## src/rtl/div_pkg.sv

```systemverilog
// Shared types and helpers for the sequential signed divider and its
// companion multiplier bench: FSM state encoding and magnitude helpers.
package div_pkg;

   typedef enum logic [2:0] {
      IDLE,
      PREP,
      ITER,
      FIXUP,
      DONE
   } state_t;

   localparam int unsigned DIV_W = 4;
   localparam int unsigned CNT_W = $clog2(DIV_W);

   // Helpers work on 64 bits so any operand width up to 32 can sign-extend into them.
   function automatic logic [63:0] neg64(input logic [63:0] v);
      return ~v + 64'd1;
   endfunction

   function automatic logic [63:0] abs64(input logic signed [63:0] v);
      return v[63] ? neg64(v) : v;
   endfunction

endpackage

```

## src/rtl/div_restore_step.sv

```systemverilog
// One restoring-division step on unsigned magnitudes: shift {rem,quo} left
// by one and subtract the divisor when it fits.
module div_restore_step #(
   parameter int W = 4
) (
   input  logic [W-1:0] rem,
   input  logic [W-1:0] quo,
   input  logic [W:0]   dmag,
   output logic [W-1:0] rem_next,
   output logic [W-1:0] quo_next
);

   logic [W:0] shifted;

   // rem < dmag <= 2^(W-1) on entry, so the shifted value and the difference fit W bits.
   always_comb begin
      shifted = {rem, quo[W-1]};
      if (shifted >= dmag) begin
         rem_next = shifted[W-1:0] - dmag[W-1:0];
         quo_next = {quo[W-2:0], 1'b1};
      end else begin
         rem_next = shifted[W-1:0];
         quo_next = {quo[W-2:0], 1'b0};
      end
   end

endmodule

```

## src/rtl/signed_seq_divider.sv

```systemverilog
// Sequential two's-complement divider: 2W-bit dividend by W-bit divisor,
// truncating quotient and dividend-signed remainder, one restoring step per cycle.
module signed_seq_divider
   import div_pkg::*;
#(
   parameter int W = DIV_W
) (
   input  logic            clk,
   input  logic            reset,
   input  logic            start,
   input  logic [2*W-1:0]  P,
   input  logic [W-1:0]    M,
   output logic [W-1:0]    Q,
   output logic [W-1:0]    R,
   output logic            busy,
   output logic            done,
   output logic            div_by_zero,
   output logic            overflow
);

   localparam int PW = 2 * W;
   localparam int CW = (W > 2) ? $clog2(W) : 1;
   localparam logic [W-1:0] ONE_W     = {{(W-1){1'b0}}, 1'b1};
   localparam logic [W-1:0] Q_POS_MAX = {1'b0, {(W-1){1'b1}}};
   localparam logic [W-1:0] Q_NEG_MAX = {1'b1, {(W-1){1'b0}}};

   state_t               state, state_nxt;
   logic signed [PW-1:0] p_lat, p_nxt;
   logic signed [W-1:0]  m_lat, m_nxt;
   logic [W-1:0]         rem, rem_nxt;
   logic [W-1:0]         quo, quo_nxt;
   logic [W:0]           dmag, dmag_nxt;
   logic [CW-1:0]        cnt, cnt_nxt;
   logic                 sign_q, sign_q_nxt;
   logic                 sign_r, sign_r_nxt;
   logic [W-1:0]         q_nxt, r_nxt;
   logic                 dbz_nxt, ovf_nxt, done_nxt;

   logic [PW:0]          p_mag;
   logic [W:0]           m_mag;
   logic [W-1:0]         rem_step, quo_step;
   logic [W-1:0]         q_fix, r_fix;
   logic                 q_range_err;

   // One extra magnitude bit keeps -2^(PW-1) and -2^(W-1) exact.
   assign p_mag = (PW+1)'(abs64(64'(p_lat)));
   assign m_mag = (W+1)'(abs64(64'(m_lat)));
   assign busy  = (state != IDLE);

   div_restore_step #(.W(W)) u_step (
      .rem      (rem),
      .quo      (quo),
      .dmag     (dmag),
      .rem_next (rem_step),
      .quo_next (quo_step)
   );

   assign q_fix       = sign_q ? (~quo + ONE_W) : quo;
   assign r_fix       = sign_r ? (~rem + ONE_W) : rem;
   assign q_range_err = sign_q ? (quo > Q_NEG_MAX) : (quo > Q_POS_MAX);

   always_comb begin
      state_nxt  = state;
      p_nxt      = p_lat;
      m_nxt      = m_lat;
      rem_nxt    = rem;
      quo_nxt    = quo;
      dmag_nxt   = dmag;
      cnt_nxt    = cnt;
      sign_q_nxt = sign_q;
      sign_r_nxt = sign_r;
      q_nxt      = Q;
      r_nxt      = R;
      dbz_nxt    = div_by_zero;
      ovf_nxt    = overflow;
      done_nxt   = 1'b0;
      case (state)
         IDLE: begin
            if (start) begin
               p_nxt     = P;
               m_nxt     = M;
               dbz_nxt   = 1'b0;
               ovf_nxt   = 1'b0;
               state_nxt = PREP;
            end
         end
         PREP: begin
            sign_q_nxt = p_lat[PW-1] ^ m_lat[W-1];
            sign_r_nxt = p_lat[PW-1];
            if (m_mag == '0) begin
               dbz_nxt   = 1'b1;
               q_nxt     = '0;
               r_nxt     = '0;
               done_nxt  = 1'b1;
               state_nxt = DONE;
            end else if (p_mag[PW:W] >= m_mag) begin
               // Quotient magnitude would need more than W bits.
               ovf_nxt   = 1'b1;
               q_nxt     = '0;
               r_nxt     = '0;
               done_nxt  = 1'b1;
               state_nxt = DONE;
            end else begin
               rem_nxt   = p_mag[PW-1:W];
               quo_nxt   = p_mag[W-1:0];
               dmag_nxt  = m_mag;
               cnt_nxt   = CW'(W - 1);
               state_nxt = ITER;
            end
         end
         ITER: begin
            rem_nxt = rem_step;
            quo_nxt = quo_step;
            if (cnt == '0) begin
               state_nxt = FIXUP;
            end else begin
               cnt_nxt = cnt - CW'(1);
            end
         end
         FIXUP: begin
            if (q_range_err) begin
               ovf_nxt = 1'b1;
               q_nxt   = '0;
               r_nxt   = '0;
            end else begin
               q_nxt = q_fix;
               r_nxt = r_fix;
            end
            done_nxt  = 1'b1;
            state_nxt = DONE;
         end
         DONE: begin
            state_nxt = IDLE;
         end
         default: begin
            state_nxt = IDLE;
         end
      endcase
   end

   always_ff @(posedge clk or negedge reset) begin
      if (!reset) begin
         state       <= IDLE;
         p_lat       <= '0;
         m_lat       <= '0;
         rem         <= '0;
         quo         <= '0;
         dmag        <= '0;
         cnt         <= '0;
         sign_q      <= 1'b0;
         sign_r      <= 1'b0;
         Q           <= '0;
         R           <= '0;
         div_by_zero <= 1'b0;
         overflow    <= 1'b0;
         done        <= 1'b0;
      end else begin
         state       <= state_nxt;
         p_lat       <= p_nxt;
         m_lat       <= m_nxt;
         rem         <= rem_nxt;
         quo         <= quo_nxt;
         dmag        <= dmag_nxt;
         cnt         <= cnt_nxt;
         sign_q      <= sign_q_nxt;
         sign_r      <= sign_r_nxt;
         Q           <= q_nxt;
         R           <= r_nxt;
         div_by_zero <= dbz_nxt;
         overflow    <= ovf_nxt;
         done        <= done_nxt;
      end
   end

endmodule

```

## config.mk

```make
export PLATFORM = sky130hd
export DESIGN_NAME = signed_seq_divider
export DESIGN_NICKNAME = d
export VERILOG_FILES = /design/src/rtl/div_pkg.sv /design/src/rtl/div_restore_step.sv /design/src/rtl/signed_seq_divider.sv
export SDC_FILE = /design/constraint.sdc
export NUM_CORES = 1
export LEC_CHECK = 0
export ABC_AREA = 1
export BUFFER_PORTS_ARGS = -buffer_cell sky130_fd_sc_hd__buf_2
export CORE_MARGIN = 10
export CORE_UTILIZATION = 53
export DETAILED_ROUTE_END_ITERATION = 16
export PLACE_DENSITY_LB_ADDON = 0.2
export SLEW_MARGIN = 20
export SYNTH_ARGS = -nofsm -noshare
export SYNTH_HDL_FRONTEND = slang
export SYNTH_HIERARCHICAL = 1
export SYNTH_SLANG_ARGS = --single-unit
```

## constraint.sdc

```tcl
create_clock -name clk -period 1.9 [get_ports clk]
set_input_delay 0.285 -clock clk [delete_from_list [all_inputs] [get_ports clk]]
set_output_delay 0.285 -clock clk [all_outputs]
set_load 0.02 [all_outputs]
```

==> results.yml, run 1 <==
status:
  status: "finished with violations"
  violations: "setup timing"
finish:
  diodes: 0
  post-route-cell-area_um2: 3530
  fin_util: 0.728
  syn2layout_area_growth_pct: 30.6
  stdcell_count: 500
  drive_above_1_share: 0.339
  fin_nets: 463
placement:
  place_area_um2: 3150
  dp.cells: 475
  place_congestion: 0.829
  io_buffers: 26
  post-dp-hpwl_mm: 4.75
synth:
  syn_area_per_cell_um2: 7.57
  syn_area_um2: 2700
  synth_ff_type: "dfrtp_1"
  ys_seq_area_frac: 0.398
  yosysTopAreaCellShare: 0.398
  yosysWarnings: 6
  synth_top_area_cell: "dfrtp_1"
  ys_async_sr_fraction: 1.00
  synthTopCellsByCount: "nand2_1, dfrtp_1, inv_1"
  synthCells: 357
  synth_cell_types: 34
  synth_edf_count: 0
  synth_nets: 388
  yosysMostFrequentCell: "nand2_1"
  ys_ff_latch: 43
  yosys-top-cells-area: "dfrtp_1, nand2_1, ha_1"
setup_path:
  cp.required_ns: 2.09
  end_kind: "flip-flop"
  arrival_ns: 2.36
  crit_type: "flip-flop to flip-flop"
  crit_fanout: 7
  startpoint_type: "flip-flop"
grt:
  grt_usage: 0.159
  grt_max_degree: 44
  grt_pass1_vias: 2488
  antenna_found_initial: 0
  grt_pass1_wl_mm: 11.4
  overflow: 0
power:
  p_leak_nw: 1.92
  p_total_w: 0.00707
  power_density_nw_per_um2: 2000
  peakVddDrop_v: 0.00101
sta:
  finalCritPeriodShare: 1.15
  max_freq_mhz: 459
  rsz0062_at_grt: "yes"
  tightestPinTransition_ns: 0.546
  fin_crit_ns: 2.18
  setup_viol: 27
  finalWorstSetupSlack_ns: -0.276
  hold_viol: 0
  clock-skew-final_ns: 0.00920
  slew_violations: 0
  relSlewSlack: 0.636
floorplanning:
  die_area_um2: 8360
  initial_core_util: 0.558
  core_area_um2: 4850
  die_x_um: 91.4
  io_pins: 27
  fp-row-count: 25
  die_height_um: 91.4
clock_tree:
  root_buffer: "clkbuf_8"
  insertion_delay_ns: 0.30
  clkTransAtPathRegs_ns: 0.09
  cts_max_level: 2
  cts-hold-fix-buffers: 0
  cts_sinks: 43
  cts_tree: "done"
  numCtsBuffers: 5
  cts_buffer_depth: 2
routing:
  dr_total_vias: 2525
  drt_first_pass_iters: 4
  drc: 0
  drt_iter0_markers: 124
  wl_per_cell_um: 13.2
  routed_wl_mm: 6.58
  ant_nets: 0
  vias_per_cell: 5.05
hold_path:
  worstHoldPathType: "input pin to async pin"
flow_run:
  maxCapViolCount: 0
## metal layers
layer	wire, µm	track usage	up-vias
li1	-	-	1294
met1	2950	0.191	1166
met3	261	0.0329	14
met2	3240	0.273	51
met5	0	0	-
met4	125	0.0614	0
## cells in the final DEF (no fill, tap or decap), drive strengths merged
master	count
nand2	122
buf	79
inv	48
dfrtp	43
nand3	29
nor2	27
o21ai	16
ha	15
a21oi	14
nand4	14
clkbuf	5
a31oi	3
mux2	3
clkinv	2
nand3b	2
o211ai	2
conb	2
clkinvlp	2
nor4	1
nor3	1
o31ai	1
xnor2	1
fa	1
## flip-flops by register name, indices dropped and copies added (netlist names)
register / flops
done: 1
sign_r: 1
m_lat: 4
rem: 4
sign_q: 1
overflow: 1
dmag: 5
div_by_zero: 1
R: 4
p_lat: 8
Q: 4
quo: 4
state: 3
cnt: 2
## critical path, stage by stage, from the launching register on
cell and delay, ns:
dfrtp_1 0.43, inv_2 0.10, ha_4 0.15, nand2_4 0.06, nand2_4 0.08, nand2_2 0.05
nand2_2 0.09, nand2_4 0.06, ha_4 0.24, nand2_2 0.05, nand2_1 0.04, nand2_1 0.07
nand2_2 0.07, nor2_4 0.14, nand3_4 0.13, buf_6 0.17, nand3_2 0.06, nand2_1 0.06
## logic make-up (layout without fill, tap and decap cells)
logic type      Yosys count  count (layout)  share of synthesized area
compound gates           36              36                     0.0764
xor+xnor                  1               1                    0.00324
fa+ha+maj                16              16                     0.0768
buf+inv                  60             136                     0.0995
flops                    43              43                      0.398
mux                       3               3                     0.0125
other cells               2               2                    0.00278
simple gates            196             196                      0.331
## cell type report
cell class / count / area (µm²)
inverter: 49 / 184
multi-input combinational: 254 / 1540
clock inverter: 3 / 23.8
clock buffer: 5 / 68.8
sequential: 43 / 1080
fill: 384 / 1320
tap: 67 / 83.8
timing repair buffer: 79 / 552
## worst paths after layout
| path | startpoint | end | slack [ns] | cells past startpoint |
|---|---|---|---|---|
| max | p_lat[1]$_DFFE_PN0P_ | quo[3]$_DFFE_PN0P_ | -0.28 | 17 |
| min | reset | m_lat[0]$_DFFE_PN0P_ | 0.04 | 2 |
| max reg2reg | p_lat[1]$_DFFE_PN0P_ | quo[3]$_DFFE_PN0P_ | -0.28 | 17 |
| min reg2reg | dmag[4]$_DFFE_PN0P_ | dmag[4]$_DFFE_PN0P_ | 0.49 | 2 |
| max in group asynchronous | reset | rem[2]$_DFFE_PN0P_ | 1.47 | 2 |
| min in group clk | P[3] | p_lat[3]$_DFFE_PN0P_ | 0.21 | 2 |
## repair_timing
action / 4_1_cts / 5_1_grt
gates resized for setup: 21 / 16
pin swaps: 10 / 14
endpoints found under the setup margin: 27 / 28
buffers inserted: 14 / 3
## per-stage QoR
step	setup TNS [ns]	setup WS (ns)	hold slack, ns
4_1_cts	-3.27	-0.174	0.0657
6_report	-5.76	-0.276	0.0405
5_1_grt	-9.27	-0.426	0.0788
3_3_place_gp	-4.08	-0.202	0.394
3_5_place_dp	-5.61	-0.249	0.396
2_1_floorplan	-0.178	-0.0146	-0.0106
## where the power goes
part           leakage [nW]  internal (W)  switching (W)
logic                  1.35       0.00212        0.00270
registers             0.533       0.00132       0.000318
clock network        0.0408      0.000263       0.000350
total                  1.92       0.00370        0.00337
(Power assumes the default switching activity.)
==> run 2, diff against run 1 <==
--- a/config.mk
+++ b/config.mk
@@ -10,5 +10,6 @@
 export CORE_MARGIN = 10
-export CORE_UTILIZATION = 53
+export CORE_UTILIZATION = 59
 export DETAILED_ROUTE_END_ITERATION = 16
 export PLACE_DENSITY_LB_ADDON = 0.2
+export SETUP_SLACK_MARGIN = 0.3
 export SLEW_MARGIN = 20
==> constraint.sdc (replaced) <==
create_clock -name clk -period 2.48 [get_ports clk]
set_input_delay 0.496 -clock clk [delete_from_list [all_inputs] [get_ports clk]]
set_output_delay 0.496 -clock clk [all_outputs]
set_load 0.02 [all_outputs]
==> results.yml, run 2 (synthesized netlist as in run 1, its figures left out) <==
status:
  status: "finished, final reports clean"
clock_tree:
  cts_tree: "done"
  cts-hold-fix-buffers: 0
  root_buffer: "clkbuf_8"
  insertion_delay_ns: 0.30
  clkTransAtPathRegs_ns: 0.09
  cts_max_level: 2
  cts_buffer_depth: 2
  cts_sinks: 43
  numCtsBuffers: 5
routing:
  drt_iter0_markers: 206
  wl_per_cell_um: 15.0
  ant_nets: 0
  vias_per_cell: 5.51
  routed_wl_mm: 6.75
  dr_total_vias: 2479
  drt_first_pass_iters: 5
  drc: 0
sta:
  rsz0062_at_grt: "yes"
  fin_crit_ns: 2.24
  relSlewSlack: 0.653
  setup_viol: 0
  finalCritPeriodShare: 0.905
  tightestPinTransition_ns: 0.519
  clock-skew-final_ns: 0.00616
  hold_viol: 0
  fin_tns_setup_ns: 0
  max_freq_mhz: 445
  whs_ns: 0.0478
  slew_violations: 0
setup_path:
  end_kind: "flip-flop"
  crit_type: "flip-flop to flip-flop"
  crit_fanout: 5
  startpoint_type: "flip-flop"
  arrival_ns: 2.43
  cp.required_ns: 2.67
finish:
  drive_above_1_share: 0.279
  top_regs: "p_lat (8), dmag (5)"
  nFillCells: 341
  final_cell_mix: "nand2_1, dfrtp_1, inv_1, buf_2"
  diodes: 0
  syn2layout_area_growth_pct: 21.1
  multi_input_area_um2: 1580
  largest_reg_flops: 8
  ff_latch_area_um2: 1080
  layout.cells.most_common: "nand2_1"
  fin_nets: 428
  top_register: "p_lat"
floorplanning:
  die_area_um2: 7690
  fp-row-count: 24
  core_area_um2: 4380
  initial_core_util: 0.617
  io_pins: 27
  die_height_um: 87.7
  die_x_um: 87.7
power:
  internal_power_w: 0.00253
  combPwrFrac: 0.656
  p_leak_nw: 1.75
  peakVddDrop_v: 0.00105
  pwr-share-seq: 0.253
  clkPwrFrac: 0.091
  switching_share: 0.513
  power_switching_w: 0.00266
  power_density_nw_per_um2: 1580
flow_run:
  maxCapViolCount: 0
placement:
  place_congestion: 0.869
  io_buffers: 26
  post-dp-hpwl_mm: 4.34
grt:
  grt_pass1_vias: 2248
  grt_max_degree: 34
  grt_pass1_wl_mm: 10.6
  grt_usage: 0.170
  overflow: 0
  antenna_found_initial: 0
hold_path:
  worstHoldPathType: "input pin to async pin"
==> run 2: cell count changes in the layout (fill, tap and decap cells not counted), moves of 3 or more <==
| cell | change |
|---|---|
| ha_1 | +3 |
| nand2_2 | +3 |
| nand2_1 | -3 |
| nand3_4 | +3 |
| buf_4 | -38 |
==> run 2: routing by layer <==
layer / vias to the layer above / GRT usage / routed length, µm / part of all wire
met4: 0 / 0.0420 / 147 / 0.022
li1: 1228 / - / - / -
met3: 17 / 0.0381 / 324 / 0.048
met5: - / 0 / 0 / 0
met1: 1157 / 0.214 / 2890 / 0.43
met2: 77 / 0.289 / 3380 / 0.50
==> run 2: power by group through the flow <==
| stage | sequential, W | combinational, W | clock [W] |
|---|---|---|---|
| 3_3_place_gp | 0.00129 | 0.00243 | 0 |
| 2_1_floorplan | 0.00130 | 0.00201 | 0 |
| 6_report | 0.00131 | 0.00340 | 0.000470 |
| 3_5_place_dp | 0.00130 | 0.00251 | 0 |
| 4_1_cts | 0.00128 | 0.00296 | 0.000475 |
| 5_1_grt | 0.00135 | 0.00377 | 0.000502 |
==> run 2: cell type report <==
type / count / area share
Clock buffer: 5 / 0.0210
Multi-Input combinational cell: 257 / 0.483
Sequential cell: 43 / 0.329
Inverter: 49 / 0.0562
Clock inverter: 3 / 0.00726
Tap cell: 52 / 0.0199
Timing Repair Buffer: 41 / 0.0841
==> run 2: final timing paths <==
| check | from | endpoint | slack [ns] | depth (start not counted) |
|---|---|---|---|---|
| setup / recovery | p_lat[1]$_DFFE_PN0P_ | quo[0]$_DFFE_PN0P_ | 0.24 | 17 |
| hold / removal | reset | R[3]$_DFFE_PN0P_ | 0.05 | 1 |
| setup reg to reg | p_lat[1]$_DFFE_PN0P_ | quo[0]$_DFFE_PN0P_ | 0.24 | 17 |
| hold reg to reg | overflow$_DFFE_PN0P_ | overflow$_DFFE_PN0P_ | 0.47 | 2 |
| max in group asynchronous | reset | state[1]$_DFFE_PN0P_ | 1.74 | 2 |
| min in group clk | P[5] | p_lat[5]$_DFFE_PN0P_ | 0.42 | 2 |
==> run 2: metrics by stage <==
stage	std cells	utilization	worst slack, ns	power, W	area [µm²]
floorplan	357	-	0.400	0.00331	2700
global placement	426	0.645	0.114	0.00372	2830
detailed placement	426	0.645	0.00958	0.00381	2830
CTS	445	0.710	0.301	0.00472	3110
global route	450	0.747	0.137	0.00563	3270
finish	450	0.747	0.235	0.00519	3270
==> run 2: critical path, cell delays in order, from the launching register on <==
cell     delay [ns]
dfrtp_1        0.43
inv_2          0.09
ha_4           0.13
nand2_2        0.06
nand2_2        0.08
nand2_1        0.05
nand2_1        0.09
nand2_2        0.09
ha_4           0.24
nand2_4        0.06
nand2_2        0.05
nand2_2        0.08
nand2_4        0.07
nor2_4         0.15
buf_6          0.17
nand3_4        0.12
nand3_2        0.10
nand2_1        0.07
==> run 2: repair_timing <==
action                                  CTS  global route
pin swaps                                 5            14
buffers inserted                          8             5
cloned                                    3             0
resized for setup                        20            30
endpoints found under the setup margin   27            27
endpoints found under the hold margin     0             0
==> run 3, diff against run 2 <==
- CORE_ASPECT_RATIO: default -> 0.6
- PLACE_DENSITY: default -> 0.92
- PLACE_DENSITY_LB_ADDON: 0.2 -> default
==> results.yml, run 3 (synthesized netlist as in run 1, its figures left out) <==
hold_path:
  worstHoldPathType: "input pin to async pin"
placement:
  place_area_um2: 2850
  post-dp-hpwl_mm: 4.71
  place_congestion: 0.836
  place_ws_ns: -0.00609
  io_buffers: 26
setup_path:
  arrival_ns: 2.61
  cpMaxStageDelayCell: "dfrtp_1"
  cp_common_cell: "nand2_1"
  critical-path-max-stage-delay_ns: 0.42
  cp.required_ns: 2.71
  crit_type: "flip-flop to flip-flop"
  end_kind: "flip-flop"
  crit_fanout: 7
  crit_chain: "inv_2, ha_1, nand2_1, nand2_2, inv_2, ha_2, nand2_2, nor2_4, nor2_4, nand3_4, nand2_4, nand2_1, nand2_1"
  startpoint_type: "flip-flop"
clock_tree:
  cts_sinks: 43
  cts_max_level: 2
  root_buffer: "clkbuf_8"
  numCtsBuffers: 5
  insertion_delay_ns: 0.30
  cts_tree: "done"
  cts_buffer_depth: 2
  clkTransAtPathRegs_ns: 0.08
floorplanning:
  io_pins: 27
  die_area_um2: 7780
  initial_core_util: 0.635
  core_area_um2: 4260
  die_x_um: 107
  die_height_um: 72.4
  fp-row-count: 18
grt:
  antenna_found_initial: 0
  grt_pass1_vias: 2503
  grt_usage: 0.181
  grt_max_degree: 30
  overflow: 0
  grt_pass1_wl_mm: 11.6
sta:
  fin_tns_setup_ns: 0
  setup_viol: 0
  finalWorstSetupSlack_ns: 0.0976
  hold_viol: 0
  clock-skew-final_ns: 0.00624
  relSlewSlack: 0.654
  tightestPinTransition_ns: 0.518
  fin_crit_ns: 2.38
  whs_ns: 0.0911
  rsz0062_at_grt: "yes"
  slew_violations: 0
  finalCritPeriodShare: 0.961
  max_freq_mhz: 420
routing:
  ant_nets: 0
  dr_total_vias: 2803
  drt_iter0_markers: 381
  drt_first_pass_iters: 5
  routed_wl_mm: 8.10
  wl_per_cell_um: 17.4
  vias_per_cell: 6.03
  drc: 0
finish:
  largest_reg_flops: 8
  syn2layout_area_growth_pct: 25.3
  fin_nets: 435
  drive_above_1_share: 0.323
  top_register: "p_lat"
  post-route-cell-area_um2: 3390
  top_regs: "p_lat (8), dmag (5)"
  diodes: 0
  layout.cells.most_common: "nand2_1"
  final_cell_mix: "nand2_1, dfrtp_1, inv_1, buf_2, nand2_2"
flow_run:
  maxCapViolCount: 0
status:
  status: "finished, final reports clean"
==> run 3: final cells by class <==
type	count	area, µm²
Timing Repair Buffer	47	295
Clock buffer	6	82.6
Sequential cell	43	1080
Inverter	49	184
Fill cell	256	870
Clock inverter	2	35.0
Multi-Input combinational cell	258	1640
Tap cell	60	75.1
==> run 3: critical path: cells and delay by family, from the launching register on <==
family	cells	cell delay, ns
simple gates	9	1.09
fa+ha+maj	2	0.61
flops	1	0.42
buf+inv	2	0.18
==> run 3: worst paths after layout <==
| check | startpoint | to | slack, ns | depth (start not counted) |
|---|---|---|---|---|
| max | m_lat[0]$_DFFE_PN0P_ | rem[1]$_DFFE_PN0P_ | 0.1 | 13 |
| min | reset | R[0]$_DFFE_PN0P_ | 0.09 | 1 |
| max reg2reg | m_lat[0]$_DFFE_PN0P_ | rem[1]$_DFFE_PN0P_ | 0.1 | 13 |
| min reg2reg | state[2]$_DFFE_PN0P_ | state[0]$_DFFE_PN0P_ | 0.49 | 1 |
| max in group asynchronous | reset | p_lat[2]$_DFFE_PN0P_ | 1.65 | 2 |
| min in group clk | P[3] | p_lat[3]$_DFFE_PN0P_ | 0.42 | 2 |
==> run 3: repair_timing <==
| item | CTS | global route |
|---|---|---|
| hold buffers | 0 | 0 |
| gates resized for setup | 18 | 49 |
| cloned | 3 | 1 |
| endpoints found under the setup margin | 27 | 27 |
| endpoints found under the hold margin | 0 | 0 |
| setup buffers | 6 | 12 |
| pin swaps | 7 | 18 |
==> run 3: per-stage QoR <==
stage,instances,util
finish,465,0.796
global route,465,0.796
CTS,452,0.731
detailed placement,435,0.669
global placement,435,0.669
floorplan,357,-
==> run 3: metal layers <==
metal | vias to the layer above | routed length [µm] | share of wire | GRT usage
li1 | 1246 | - | - | -
met1 | 1311 | 3180 | 0.39 | 0.232
met2 | 201 | 3660 | 0.45 | 0.296
met3 | 45 | 906 | 0.11 | 0.0494
met4 | 0 | 356 | 0.044 | 0.0472
met5 | - | 0 | 0 | 0
Power of run 3 is left out: the tool's default activity adds up to more than one toggle a clock period on the data nets, which glitch-free logic cannot reach.
